File: src/rtl/decode_stage_if.sv
// Decode-to-execute bus: decode-side instruction inputs, regfile read/writeback nets and registered E-stage outputs.
interface decode_stage_if #(parameter int XLEN = 32);
  logic [31:0]     instr_d;
  logic [XLEN-1:0] pc_d;
  logic            valid_d;
  logic            stall_d;
  logic            flush_e;
  logic [4:0]      ra1;
  logic [4:0]      ra2;
  logic [XLEN-1:0] rd1;
  logic [XLEN-1:0] rd2;
  logic            wb_we;
  logic [4:0]      wb_addr;
  logic [XLEN-1:0] wb_data;
  logic            valid_e;
  logic [XLEN-1:0] pc_e;
  logic [XLEN-1:0] src_a_e;
  logic [XLEN-1:0] src_b_e;
  logic [XLEN-1:0] imm_e;
  logic [4:0]      rs1_e;
  logic [4:0]      rs2_e;
  logic [4:0]      rd_e;
  logic [6:0]      opcode_e;
  logic [2:0]      funct3_e;
  logic            funct7b5_e;

  modport slave (
    input  instr_d, pc_d, valid_d, stall_d, flush_e, rd1, rd2, wb_we, wb_addr, wb_data,
    output ra1, ra2, valid_e, pc_e, src_a_e, src_b_e, imm_e, rs1_e, rs2_e, rd_e,
           opcode_e, funct3_e, funct7b5_e
  );

  modport master (
    output instr_d, pc_d, valid_d, stall_d, flush_e, rd1, rd2, wb_we, wb_addr, wb_data,
    input  ra1, ra2, valid_e, pc_e, src_a_e, src_b_e, imm_e, rs1_e, rs2_e, rd_e,
           opcode_e, funct3_e, funct7b5_e
  );
endinterface

File: src/rtl/decode_stage.sv
// RV32 decode stage: immediate generation, operand select and the D/E pipeline register.
// Optional macro WB_BYPASS_EN forwards writeback data into the operands.
module decode_stage #(
  parameter int XLEN = 32
) (
  input  logic           clk,
  input  logic           rst_n,
  decode_stage_if.slave  d
);

  typedef struct packed {
    logic            valid;
    logic [XLEN-1:0] pc;
    logic [XLEN-1:0] src_a;
    logic [XLEN-1:0] src_b;
    logic [XLEN-1:0] imm;
    logic [4:0]      rs1;
    logic [4:0]      rs2;
    logic [4:0]      rd;
    logic [6:0]      opcode;
    logic [2:0]      funct3;
    logic            funct7b5;
  } e_regs_t;

  logic [31:0]     instr;
  logic [XLEN-1:0] imm;
  logic [XLEN-1:0] opnd_a;
  logic [XLEN-1:0] opnd_b;
  e_regs_t         e_d;
  e_regs_t         e_q;

  assign instr = d.instr_d;
  assign d.ra1 = instr[19:15];
  assign d.ra2 = instr[24:20];

  always_comb begin
    imm = '0;
    case (instr[6:0])
      7'b0010011, 7'b0000011, 7'b1100111: imm = {{20{instr[31]}}, instr[31:20]};
      7'b0100011: imm = {{20{instr[31]}}, instr[31:25], instr[11:7]};
      7'b1100011: imm = {{19{instr[31]}}, instr[31], instr[7], instr[30:25], instr[11:8], 1'b0};
      7'b0110111, 7'b0010111: imm = {instr[31:12], 12'b0};
      7'b1101111: imm = {{11{instr[31]}}, instr[31], instr[19:12], instr[20], instr[30:21], 1'b0};
      default: imm = '0;
    endcase
  end

`ifdef WB_BYPASS_EN
  always_comb begin
    opnd_a = d.rd1;
    opnd_b = d.rd2;
    if (d.wb_we && (d.wb_addr != 5'd0) && (d.wb_addr == d.ra1)) opnd_a = d.wb_data;
    if (d.wb_we && (d.wb_addr != 5'd0) && (d.wb_addr == d.ra2)) opnd_b = d.wb_data;
  end
`else
  // Without forwarding the hazard unit covers WB-to-D dependencies with a stall.
  logic unused_wb;
  assign unused_wb = ^{d.wb_we, d.wb_addr, d.wb_data};
  always_comb begin
    opnd_a = d.rd1;
    opnd_b = d.rd2;
  end
`endif

  // Flush wins over stall so a squashed instruction never lingers in E.
  always_comb begin
    e_d = e_q;
    if (d.flush_e) begin
      e_d = '0;
    end else if (!d.stall_d) begin
      e_d.valid    = d.valid_d;
      e_d.pc       = d.pc_d;
      e_d.src_a    = (d.ra1 == 5'd0) ? '0 : opnd_a;
      e_d.src_b    = (d.ra2 == 5'd0) ? '0 : opnd_b;
      e_d.imm      = imm;
      e_d.rs1      = d.ra1;
      e_d.rs2      = d.ra2;
      e_d.rd       = instr[11:7];
      e_d.opcode   = instr[6:0];
      e_d.funct3   = instr[14:12];
      e_d.funct7b5 = instr[30];
    end
  end

  always_ff @(posedge clk or negedge rst_n) begin
    if (!rst_n) e_q <= '0;
    else        e_q <= e_d;
  end

  assign d.valid_e    = e_q.valid;
  assign d.pc_e       = e_q.pc;
  assign d.src_a_e    = e_q.src_a;
  assign d.src_b_e    = e_q.src_b;
  assign d.imm_e      = e_q.imm;
  assign d.rs1_e      = e_q.rs1;
  assign d.rs2_e      = e_q.rs2;
  assign d.rd_e       = e_q.rd;
  assign d.opcode_e   = e_q.opcode;
  assign d.funct3_e   = e_q.funct3;
  assign d.funct7b5_e = e_q.funct7b5;

endmodule
File: src/flat_wrapper.sv
// flat-port wrapper written by rule: the top's interface ports become plain ports
module decode_stage_flat 
#(
  parameter int XLEN = 32
)
  (clk, rst_n, d_instr_d, d_pc_d, d_valid_d, d_stall_d, d_flush_e, d_rd1, d_rd2, d_wb_we, d_wb_addr, d_wb_data, d_ra1, d_ra2, d_valid_e, d_pc_e, d_src_a_e, d_src_b_e, d_imm_e, d_rs1_e, d_rs2_e, d_rd_e, d_opcode_e, d_funct3_e, d_funct7b5_e);
  decode_stage_if #(.XLEN(XLEN)) d_i ();
  input  logic clk;
  input  logic rst_n;
  input wire logic [$bits(d_i.instr_d)-1:0] d_instr_d;
  input wire logic [$bits(d_i.pc_d)-1:0] d_pc_d;
  input wire logic [$bits(d_i.valid_d)-1:0] d_valid_d;
  input wire logic [$bits(d_i.stall_d)-1:0] d_stall_d;
  input wire logic [$bits(d_i.flush_e)-1:0] d_flush_e;
  input wire logic [$bits(d_i.rd1)-1:0] d_rd1;
  input wire logic [$bits(d_i.rd2)-1:0] d_rd2;
  input wire logic [$bits(d_i.wb_we)-1:0] d_wb_we;
  input wire logic [$bits(d_i.wb_addr)-1:0] d_wb_addr;
  input wire logic [$bits(d_i.wb_data)-1:0] d_wb_data;
  output wire logic [$bits(d_i.ra1)-1:0] d_ra1;
  output wire logic [$bits(d_i.ra2)-1:0] d_ra2;
  output wire logic [$bits(d_i.valid_e)-1:0] d_valid_e;
  output wire logic [$bits(d_i.pc_e)-1:0] d_pc_e;
  output wire logic [$bits(d_i.src_a_e)-1:0] d_src_a_e;
  output wire logic [$bits(d_i.src_b_e)-1:0] d_src_b_e;
  output wire logic [$bits(d_i.imm_e)-1:0] d_imm_e;
  output wire logic [$bits(d_i.rs1_e)-1:0] d_rs1_e;
  output wire logic [$bits(d_i.rs2_e)-1:0] d_rs2_e;
  output wire logic [$bits(d_i.rd_e)-1:0] d_rd_e;
  output wire logic [$bits(d_i.opcode_e)-1:0] d_opcode_e;
  output wire logic [$bits(d_i.funct3_e)-1:0] d_funct3_e;
  output wire logic [$bits(d_i.funct7b5_e)-1:0] d_funct7b5_e;
  assign d_i.instr_d = d_instr_d;
  assign d_i.pc_d = d_pc_d;
  assign d_i.valid_d = d_valid_d;
  assign d_i.stall_d = d_stall_d;
  assign d_i.flush_e = d_flush_e;
  assign d_i.rd1 = d_rd1;
  assign d_i.rd2 = d_rd2;
  assign d_i.wb_we = d_wb_we;
  assign d_i.wb_addr = d_wb_addr;
  assign d_i.wb_data = d_wb_data;
  assign d_ra1 = d_i.ra1;
  assign d_ra2 = d_i.ra2;
  assign d_valid_e = d_i.valid_e;
  assign d_pc_e = d_i.pc_e;
  assign d_src_a_e = d_i.src_a_e;
  assign d_src_b_e = d_i.src_b_e;
  assign d_imm_e = d_i.imm_e;
  assign d_rs1_e = d_i.rs1_e;
  assign d_rs2_e = d_i.rs2_e;
  assign d_rd_e = d_i.rd_e;
  assign d_opcode_e = d_i.opcode_e;
  assign d_funct3_e = d_i.funct3_e;
  assign d_funct7b5_e = d_i.funct7b5_e;
  decode_stage #(.XLEN(XLEN)) u_core (.clk(clk), .rst_n(rst_n), .d(d_i));
endmodule
File: config.mk
export PLATFORM = sky130hd
export DESIGN_NAME = decode_stage_flat
export DESIGN_NICKNAME = d
export VERILOG_FILES = /design/src/rtl/decode_stage_if.sv /design/src/rtl/decode_stage.sv /design/src/flat_wrapper.sv
export SDC_FILE = /design/constraint.sdc
export NUM_CORES = 1
export LEC_CHECK = 0
export ABC_AREA = 1
export BUFFER_PORTS_ARGS = -buffer_cell sky130_fd_sc_hd__buf_2
export CORE_UTILIZATION = 29
export DETAILED_ROUTE_END_ITERATION = 7
export PLACE_DENSITY = 0.55
export SETUP_SLACK_MARGIN = 0.3
export SLEW_MARGIN = 5
export SYNTH_ARGS = -nofsm -noshare
export SYNTH_HDL_FRONTEND = slang
export SYNTH_SLANG_ARGS = --single-unit
File: constraint.sdc
create_clock -name clk -period 0.9 [get_ports clk]
set_input_delay 0.09 -clock clk [delete_from_list [all_inputs] [get_ports clk]]
set_output_delay 0.09 -clock clk [all_outputs]
set_load 0.02 [all_outputs]
==> run summary, run 1 <==
Across all setup checks in the final design, the least slack found is -0.193 ns. The share of total power in the clock network came out at 0.386. The flow ran to the end, but the final reports show violations. Setup repair after global routing could not meet its margin everywhere. For this block, the initial DRC count from the detailed router was 317. The first detailed-routing pass took 4 iterations.

Across the routed clock network, the largest skew measured is 0 ns. The critical path is of the flip-flop to primary output type. The via count of the first global-routing pass is approximately 6800. The number of cells on the worst reg-to-reg path came out at 3. The mean area per synthesized cell is between 9 and 10 sq um. The core region is 0.0213 sq mm. Compared with the post-synthesis result, the final layout area differs by 96.0%. The number of vias per cell after detailed routing came out at 4.61. After clock tree synthesis, the clock-pin slew on the worst setup and hold paths is 0.07 ns. The total wirelength of the detailed-routed design is 24200 microns. The number of nets produced by synthesis came out at 862.

The smallest clock period supported by the final layout is computed as 1.09 ns. The total of flip-flops plus latches after synthesis is 155. The signal on the critical path passes through buf_6. The floorplan die width came out at 150 microns. The maximum operating frequency is 915 MHz. The largest single stage delay on the critical path is 0.44 ns. The number of instances in the synthesized netlist came out at 691. Summing over every cut layer, the via total after detailed routing is 6712. The post-route fraction of the period consumed by the critical path is 1.21. Summing all non-filler instances in the final layout gives an area of 0.0125 sq mm. Of the total power, the share spent switching nets is 0.279. The number of buffer cells added on primary ports came out at 297. Entering global routing, the biggest net connects 44 pins.

After floorplanning, the core was divided into 53 placement rows. The total grt overflow is 0. The tightest hold margin came out at -0.467 ns. Of the total power, registers draw 0.421. In this run the tightest slew margin relative to its limit is 0.812. The final setup violation count is 159. The highest net fanout along the worst path came out at 2. The detailed-route wire length per cell is between 15 and 20 microns. Summed over all cells, the static leakage comes to approximately 6.6 nW. In the final layout, the share of cells above drive strength 1 is 0.550. In this run the remaining antenna-violating nets after routing total 0. The combinational fraction of design power came out at 0.193.

The residual DRC count is 0. The wire length of the first global-routing pass is 35600 microns. The unique cell type count in the Yosys netlist is 21.

The total cell area at the placement stage is 0.00899 sq mm. On the critical path, the stage with the largest delay is an instance of sky130_fd_sc_hd__dfrtp_2. The cell area after technology mapping is around 0.0064 sq mm. For this configuration, the core starts out at a cell density of 0.300. The number of buffer and inverter instances along the worst setup path is 1.

TritonCTS built the clock tree. The die covers 0.0226 sq mm. The number of antenna violations at the first check in global routing came to 0. The number of buffers inserted for hold repair after clock tree synthesis came out at a little over 70.

The number of nets at the end of the flow came out at approximately 1300. The total count of max-transition violations in the final report came out at 0. The switching component of the power is 5.01 mW. For this run, the register share of the synthesized area comes to 0.607. The tightest min-delay check is of the input pin to async pin type. The number of synthesis warnings is 0.

In this design, the largest share of critical-path delay is due to flip-flops. The die height came out at 150 microns. The master cell of the clock root buffer is sky130_fd_sc_hd__clkbuf_16. The worst-case clock buffer depth came out at 2.

At the end of routability-driven placement, the weighted congestion stood at 0.839. The clock tree synthesis step divided the H-tree into 4 levels. The data required time of the critical path came out at 0.81 ns. The slew at the pin with the worst max-slew slack is roughly 0.28 ns.

The insertion delay to the later sink of the worst-skew pair is 0.43 ns. The detailed-placement wirelength estimate came out at approximately 15000 microns. The count of clock tree sinks is 155. The total global routing track utilization came out at 0.207. The setup slack at placement is -0.355 ns.

The total clock buffers created by CTS is 17. The number of diodes added for antenna fixing came out at 0. The checks that failed: hold timing, setup timing.

The cell-internal power is 13.0 mW. The arrival time at the worst endpoint came out at 1.00 ns. STA classifies the critical path endpoint as a primary output.

Across the run, the number of max-cap violations was 0. Dividing total power by cell area gives a power density of 1430 mW/mm^2. The hold violation total from the final report came out at 198. STA classifies the critical path startpoint as a flip-flop.

The number of top-level design ports is approximately 340. In this run the number of cells on the critical path is 1. The peak supply drop is 0.999 mV.
layout by cell type (no fill, tap or decap), types with 4 or more instances in the layout:
master                            n
sky130_fd_sc_hd__a22o_1          46
sky130_fd_sc_hd__buf_12          23
sky130_fd_sc_hd__buf_2          128
sky130_fd_sc_hd__buf_4           63
sky130_fd_sc_hd__buf_6          215
sky130_fd_sc_hd__clkbuf_16       17
sky130_fd_sc_hd__clkinvlp_4       5
sky130_fd_sc_hd__dfrtp_1        104
sky130_fd_sc_hd__dfrtp_2         51
sky130_fd_sc_hd__dlygate4sd3_1   72
sky130_fd_sc_hd__inv_1           20
sky130_fd_sc_hd__inv_6            6
sky130_fd_sc_hd__nand2_1        213
sky130_fd_sc_hd__nand2_2         56
sky130_fd_sc_hd__nand2_4         15
sky130_fd_sc_hd__nand3_1         51
sky130_fd_sc_hd__nand3_2         36
sky130_fd_sc_hd__nand3_4          4
sky130_fd_sc_hd__nor2_4           8
sky130_fd_sc_hd__o21ai_0          6
sky130_fd_sc_hd__o21ai_1         13
per-stage QoR:
| step | power, mW | TNS [ns] | hold WS (ns) | instances | util |
|---|---|---|---|---|---|
| 4_1_cts | 17.9 | -27.19 | -0.480 | 1422 | 0.561 |
| 3_3_place_gp | 9.97 | -24.52 | -0.0117 | 1269 | 0.422 |
| 6_report | 18.0 | -23.84 | -0.467 | 1455 | 0.589 |
| 3_5_place_dp | 9.97 | -26.07 | -0.0162 | 1269 | 0.422 |
| 5_1_grt | 18.6 | -29.37 | -0.471 | 1455 | 0.589 |
| 2_1_floorplan | 8.72 | -2.04 | -0.206 | 691 | - |
power by group through the flow:
stage / Sequential (mW) / Combinational [mW] / Clock, mW
finish: 7.56 / 3.47 / 6.94
global route: 7.59 / 3.70 / 7.35
CTS: 7.54 / 3.23 / 7.14
detailed placement: 7.59 / 2.38 / 0
global placement: 7.59 / 2.38 / 0
floorplan: 7.99 / 0.722 / 0
layer usage:
metal | GRT usage | vias to the layer above | part of all wire
met5 | 0 | - | 0
met4 | 0.0712 | 0 | 0.021
met3 | 0.0642 | 32 | 0.075
met2 | 0.357 | 271 | 0.50
met1 | 0.242 | 3211 | 0.40
li1 | - | 3198 | -
cells by family after synthesis:
family / share of synthesized area
flops: 0.607
buf+inv: 0.0556
compound gates: 0.0779
simple gates: 0.260
state kept, by name (all words and copies together), names as in the netlist, 5 cells and up:
signal and count:
u_core.d.pc_e 32, u_core.d.rs1_e 5, u_core.d.opcode_e 7, u_core.d.rd_e 5, u_core.d.rs2_e 5, u_core.d.src_a_e 32
u_core.d.imm_e 32, u_core.d.src_b_e 32
cell type report:
cell class	count	area, sq um
Timing Repair Buffer	506	4820
Tap cell	275	344
Clock inverter	12	116
Sequential cell	155	3940
Multi-Input combinational cell	459	2730
Inverter	28	145
Fill cell	1733	8750
Clock buffer	20	437
synthesized netlist by cell type, drive strengths merged:
library cell | instances | area, sq um
nand2 | 286 | 1090
dfrtp | 155 | 3880
nand3 | 91 | 460
a22o | 46 | 403
inv | 28 | 105
clkbuf | 27 | 101
buf | 23 | 149
o21ai | 19 | 95.1
nor2 | 13 | 95.1
nor3 | 2 | 10.0
nand4 | 1 | 6.26
repair_timing:
item	4_1_cts	5_1_grt
setup buffers	46	33
gates resized for setup	406	100
pin swaps	62	87
endpoints found under the hold margin	277	198
cloned	3	0
endpoints found under the setup margin	275	312
worst reg2reg max path: stages, from the launching register on:
cell                      delay (ns)
sky130_fd_sc_hd__dfrtp_2        0.41
sky130_fd_sc_hd__buf_6          0.12
sky130_fd_sc_hd__buf_6          0.10
sky130_fd_sc_hd__a22o_1         0.19
path summary, 6_finish.rpt:
kind / start / slack (ns) / endpoint
max in group asynchronous: rst_n / 0.82 / u_core.d.src_a_e[31]
max: u_core.d.pc_e[16] / -0.19 / d_pc_e[16]
min in group clk: d_pc_d[27] / -0.10 / u_core.d.pc_e[27]
max reg2reg: u_core.d.pc_e[17] / -0.04 / u_core.d.pc_e[17]
min reg2reg: u_core.d.src_b_e[3] / 0.49 / u_core.d.src_b_e[3]
min: rst_n / -0.47 / u_core.d.src_a_e[15]
Power figures use the tool's default switching activity.
==> run 2, diff against run 1 <==
--- a/config.mk
+++ b/config.mk
@@ -9,6 +9,7 @@
 export BUFFER_PORTS_ARGS = -buffer_cell sky130_fd_sc_hd__buf_2
 export CORE_UTILIZATION = 29
 export DETAILED_ROUTE_END_ITERATION = 7
+export MAX_ROUTING_LAYER = met4
 export PLACE_DENSITY = 0.55
 export SETUP_SLACK_MARGIN = 0.3
 export SLEW_MARGIN = 5
==> run 2 against run 1 <==
Net effect: the flow still finishes with violations (hold timing, setup timing); maximum frequency up 0.41%; worst hold slack better by 0.0013 ns; sequential share of layout area unchanged; design area unchanged; clock power about the same; critical path depth unchanged; via count up 0.43%; first-iteration DRC count down 4.1%; final cell count unchanged; combinational power about the same; critical path type unchanged.
==> run summary, run 2 (synthesis gave the netlist of run 1 again) <==
The run finished, with violations left. The checks that failed: hold timing, setup timing. The violation count after the first detailed-route iteration is 304. Setup total negative slack on the finished layout was measured at -23.70 ns. The total met3 wirelength after detailed routing came out at 1650 microns. Among all stages on the critical path, the largest delay is contributed by sky130_fd_sc_hd__dfrtp_2. The clock skew is 0 ns. The total grt overflow is 0. The number of buffers inserted for hold repair after clock tree synthesis came out at 72. Compared with the post-synthesis result, the final layout area differs by 96.0%. The total global routing track utilization came out at 0.213. Leaving out fill and tap cells, the most frequent cell in the layout is sky130_fd_sc_hd__buf_6.

On the critical path the largest part of the delay comes from flip-flops. The total clock buffers created by CTS is 17. The final setup violation count came out at 159. Fill cells in the final layout number 1733. In this run the worst hold path is classified as input pin to async pin. 0 antenna diodes ended up in the layout.

The slew at the pin with the worst max-slew slack is 0.282 ns. The H-tree generated during clock tree synthesis spans 4 levels. The number of buffer cells added on primary ports is ~300. The worst setup path is of the flip-flop to primary output kind. The remaining number of nets flagged by the antenna check after routing came out at 0.

The number of antenna violations at the first check in global routing came out at 0. The via count of the first global-routing pass is 6780. The number of top-level design ports is 336. The total area of multi-input combinational cells came out at 0.00273 sq mm. After detailed routing, the wire length on met1 is 9860 microns. With fillers left out, the area of the finished cells amounts to 0.0125 sq mm. Detailed routing placed a total of 12200 microns of wire on met2. The highest net fanout along the worst path came out at 2. The floorplan die width is roughly 150 microns. The count of TritonRoute iterations in the first routing pass is 4.

The endpoint type of the worst setup path is a primary output. Across the run, the number of max-cap violations was 0. The number of vias per cell after detailed routing came out at between 4 and 5. The via count is 6741. The total cell area at the placement stage came out at approximately 0.0090 sq mm. The tightest hold margin came out at -0.466 ns.

The number of core rows came out at 53. The weighted congestion at the end of routability-driven global placement is around 0.85. From bottom edge to top edge, the die measures 150 microns. The utilization after layout is 0.589. The detailed-route wire length per cell came out at 16.7 microns. After detailed routing, the number of remaining DRC violations is 0. Setup repair after global routing could not meet its margin everywhere. In the final layout, the share of cells above drive strength 1 is 0.550. The worst setup path is launched from a flip-flop. The maximum operating frequency came out at 918 MHz. Across all setup checks in the final design, the least slack found is -0.189 ns. Across the VDD grid, the largest voltage drop is 0.998 mV. The core region is 0.0213 sq mm. The die outline area came out at 0.0226 sq mm.

The area taken by flip-flops and latches is 0.00394 sq mm. The worst-case clock buffer depth is 2. The power per cell area came out at 1430 mW/mm^2. The time the final worst path needs with I/O delays and setup came out at 1.09 ns. In the layout the commonest cells are sky130_fd_sc_hd__buf_6, sky130_fd_sc_hd__nand2_1, sky130_fd_sc_hd__buf_2. For this run, the post-layout net count is 1338.

The max-slew headroom at the worst pin came out at 0.812. The tree is rooted in a sky130_fd_sc_hd__clkbuf_16. The total count of max-transition violations in the final report came out at 0. The TritonCTS clock tree is built.

The post-route fraction of the period consumed by the critical path is 1.21. The number of buffer and inverter instances along the worst setup path came out at 1. The pin count of the biggest net entering global routing came out at 44. The hold violation total from the final report came out at 198. For this configuration, the core starts out at a cell density of 0.300.

For the worst setup path, the data arrival time is 1.00 ns. In this run the top signal layer used is met4. Traced cell by cell, the critical path runs through buf_6. The detailed-placement wirelength estimate is 15000 microns.

The setup slack at placement is -0.355 ns. The insertion delay to the later sink of the worst-skew pair came out at 0.43 ns. For the worst setup path, the data required time is approximately 0.8 ns. Clock-pin slew was measured on the worst setup and hold paths at 0.07 ns. In this run the static leakage power is 6.65 nW.

The total wirelength of the detailed-routed design is about 24000 microns. The clock drives about 160 sinks. The delay contributed by the slowest stage of the critical path is 0.44 ns. The wire length of the first global-routing pass came out at 35600 microns.
## run 2: worst reg2reg max path, delay by kind of cell (launching register included)
| family | cells | cell delay (ns) |
|---|---|---|
| AOI/OAI and AO/OA | 1 | 0.20 |
| buffers and inverters | 2 | 0.22 |
| DFF | 1 | 0.41 |
## run 2: final timing paths
path | from | to | slack, ns | cells past startpoint
setup / recovery | u_core.d.pc_e[16] | d_pc_e[16] | -0.19 | 1
hold / removal | rst_n | u_core.d.src_a_e[15] | -0.47 | 1
min in group clk | d_pc_d[5] | u_core.d.pc_e[5] | -0.10 | 2
max in group asynchronous | rst_n | u_core.d.src_a_e[31] | 0.82 | 2
hold reg to reg | u_core.d.src_b_e[3] | u_core.d.src_b_e[3] | 0.49 | 2
setup reg to reg | u_core.d.pc_e[17] | u_core.d.pc_e[17] | -0.04 | 3
## run 2: routing by layer
metal,GRT usage,up-vias
met3,0.0588,38
met5,-,-
met1,0.246,3248
li1,-,3196
met2,0.357,259
met4,0.0712,0
## run 2: layout make-up
| type | instances | area share |
|---|---|---|
| sequential | 155 | 0.315 |
| multi-input combinational | 459 | 0.218 |
| timing repair buffer | 506 | 0.384 |
| clock inverter | 12 | 0.00929 |
| inverter | 28 | 0.0116 |
| clock buffer | 20 | 0.0348 |
| tap | 275 | 0.0275 |
## run 2: through the flow
step                total power [mW]  std cells
floorplan                       8.72        691
global placement                9.97       1269
detailed placement              9.97       1269
global route                    18.6       1455
CTS                             17.9       1422
finish                          18.0       1455
## run 2: power by group
| part | total (mW) | leakage, nW | switching, mW | internal [mW] |
|---|---|---|---|---|
| sequential | 7.56 | 2.01 | 0.254 | 7.30 |
| clock | 6.94 | 0.254 | 3.10 | 3.84 |
| combinational | 3.47 | 4.38 | 1.66 | 1.81 |
| total | 18.0 | 6.65 | 5.01 | 13.0 |
## run 2: repair_timing
| action | in CTS | in global routing |
|---|---|---|
| buffers inserted | 46 | 33 |
| hold endpoints to repair | 277 | 198 |
| endpoints found under the setup margin | 275 | 312 |
| gates resized for setup | 406 | 100 |
| cloned | 3 | 0 |
| pin swaps | 62 | 87 |
==> run 3, diff against run 2 <==
--- a/config.mk
+++ b/config.mk
@@ -9,6 +9,7 @@
 export BUFFER_PORTS_ARGS = -buffer_cell sky130_fd_sc_hd__buf_2
 export CORE_UTILIZATION = 29
 export DETAILED_ROUTE_END_ITERATION = 7
+export GPL_TIMING_DRIVEN = 0
 export MAX_ROUTING_LAYER = met4
 export PLACE_DENSITY = 0.55
 export SETUP_SLACK_MARGIN = 0.3
==> run 3 against run 2 <==
Net effect: the flow still finishes with violations (hold timing, setup timing); via count is 0.90% higher; clock skew is the same; clock-buffer cell count stayed put.
==> run summary, run 3 (synthesis gave the netlist of run 1 again) <==
The total count of max-transition violations in the final report was 0. After floorplanning, the core was sized to cover 0.0213 sq mm. The post-route fraction of the period consumed by the critical path is 1.20. Broken down by cell family, the worst path's largest delay share belongs to flip-flops. The layout-stage area growth over the synthesis result came out at 103%. TritonCTS built the clock tree. The clock skew came out at 0 ns. The via count of the first global-routing pass was a little under 7000. Walking the worst path, the cells encountered are buf_6. On the worst path, the slowest cell contributes a delay of 0.42 ns. The first global-routing pass estimated 36200 microns of wire. The hold violation total from the final report came out at 153. The number of antenna violations at the first check in global routing is 0. The tightest hold margin is -0.459 ns. Hold repair after CTS inserted 75 buffers. The arrival time at the worst endpoint is 0.99 ns.

The total global routing track utilization came out at 0.218. The final critical-path setup slack is -0.178 ns. The highest net fanout along the worst path is 2.

The worst-case IR drop observed on VDD is 0.953 mV. The residual DRC count came out at 0. The number of fill cells in the layout is around 1800.

The min-delay analysis places its worst path in the category input pin to async pin. The number of buffer and inverter instances along the worst setup path came out at 1. The destination of the worst register-to-register timing path is u_core.d.pc_e[31]. The static leakage is 6.86 nW. The setup slack at placement came out at -0.568 ns. The pin count of the biggest net entering global routing came out at 84. For this configuration, the core starts out at a cell density of 0.300. The insertion delay to the later sink of the worst-skew pair is 0.42 ns. The weighted congestion at the end of routability-driven global placement came out at 0.775. The total clock buffers created by CTS is 17.

The repair_antennas step left the layout with diodes totalling 0. The total wirelength of the detailed-routed design came out at 25500 microns. The master cell of the clock root buffer is sky130_fd_sc_hd__clkbuf_16. After global routing the overflow that remains totals 0. The data required time of the critical path came out at 0.81 ns. Pin placement for this block handled 336 I/O pins.

Before antenna repair, the detailed router went through 4 iterations. The die outline area is between 0.02 and 0.025 sq mm. The time the final worst path needs with I/O delays and setup came out at 1.08 ns. The final reports fail on hold timing, setup timing.

The count of H-tree levels built during CTS is 4. The floorplan die width is about 150 microns. The final setup violation count came out at 160. Power spread over the standard cell area amounts to between 1000 and 1500 mW/mm^2. The internal reg-to-reg setup slack came out at -0.02 ns.

The detailed router placed 6802 vias in this run. The fraction of layout cells with a size suffix above 1 is 0.582. The capture point of the worst path is d_imm_e[0].

The violation count after the first detailed-route iteration is ~200. The library cell used most frequently in the layout, excluding fill and tap cells, is sky130_fd_sc_hd__buf_6. The critical path in this run is classified as flip-flop to primary output. The number of cells in the design after placement is 1264. Setup repair after global routing could not meet its margin everywhere. The max-slew headroom at the worst pin is 0.696.

The logic depth of the worst path, buffers included came out at 1. The run finished, with violations left. The top cell types in the final layout, fill and taps aside, are sky130_fd_sc_hd__buf_6, sky130_fd_sc_hd__nand2_1, sky130_fd_sc_hd__buf_2.

The startpoint identified for the worst register-to-register timing path is u_core.d.pc_e[31]. The count of nets left with antenna violations once routing finished came out at 0. The die height is between 150 and 200 microns. STA classifies the critical path startpoint as a flip-flop. The number of buffer cells added on primary ports is 297. The count of clock tree sinks is 155. The number of core rows is 53. The number of cells on the worst reg-to-reg path came out at 3. The endpoint type of the worst setup path is a primary output.

The master of the slowest instance on the critical path is sky130_fd_sc_hd__dfrtp_1. The slew at the pin with the worst max-slew slack is 0.455 ns. The worst-case clock buffer depth came out at 2. The tool flagged a number of max-cap violations equal to 0. The clock transition time at the flip-flop clock pins of the worst setup and hold paths is around 0.070 ns. The post-layout instance count excluding filler cells came out at roughly 1500.

For this run, the share of the core covered by cells in the final layout is 0.611. The detailed-placement wirelength estimate is 15800 microns. Using the TritonRoute via totals, the vias-per-cell ratio works out to 4.61.

The maximum operating frequency came out at 928 MHz. After detailed routing, the average wire length per cell comes to 17.3 microns. Tracing the worst setup path back leads to its startpoint at u_core.d.imm_e[0]. The number of nets at the end of the flow came out at 1357.
## run 3: per-stage QoR
stage / power (mW) / cell area [sq um] / TNS [ns]
after floorplan: 8.72 / 6880 / -2.04
after global placement: 9.83 / 8710 / -503.91
after detailed placement: 9.87 / 8750 / -66.21
after CTS: 18.2 / 12000 / -25.53
after global routing: 19.2 / 13000 / -29.24
final: 18.4 / 13000 / -23.16
## run 3: how the worst min path moves through the flow
stage / startpoint / endpoint / slack (ns) / cells past startpoint
after detailed placement: rst_n / u_core.d.pc_e[18] / 0.10 / 1
after floorplan: rst_n / u_core.d.funct3_e[0] / -0.21 / 0
final: rst_n / u_core.d.pc_e[18] / -0.46 / 1
after CTS: rst_n / u_core.d.pc_e[18] / -0.36 / 1
after global routing: rst_n / u_core.d.pc_e[18] / -0.44 / 1
after global placement: d_rd2[29] / u_core.d.src_b_e[29] / 0.31 / 3
## run 3: repair_timing
item | in CTS | in global routing
gates resized for setup | 433 | 192
gates cloned | 7 | 2
buffers inserted | 57 | 37
hold endpoints to repair | 202 | 122
pin swaps | 125 | 75
setup endpoints to repair | 314 | 317
## run 3: routing by layer
layer  global-route usage  vias up  share of wire
met3               0.0527       31          0.065
met4               0.0667        0          0.016
met1                0.259     3277           0.41
met5                    -        -              0
met2                0.362      262           0.51
li1                     -     3232              -
## run 3: power by group
part / internal, mW / total, mW / switching [mW] / leakage, nW
Sequential: 7.30 / 7.56 / 0.257 / 2.01
Clock: 4.06 / 7.27 / 3.21 / 0.284
Combinational: 1.88 / 3.61 / 1.73 / 4.57
## run 3: final cells by class
type | count | area [sq um] | area share
buffer | 50 | 622 | 0.0478
clock buffer | 20 | 457 | 0.0351
clock inverter | 12 | 131 | 0.0101
inverter | 28 | 148 | 0.0114
multi-input combinational | 458 | 2890 | 0.222
sequential | 155 | 3940 | 0.303
tap | 275 | 344 | 0.0265
timing repair buffer | 476 | 4470 | 0.344
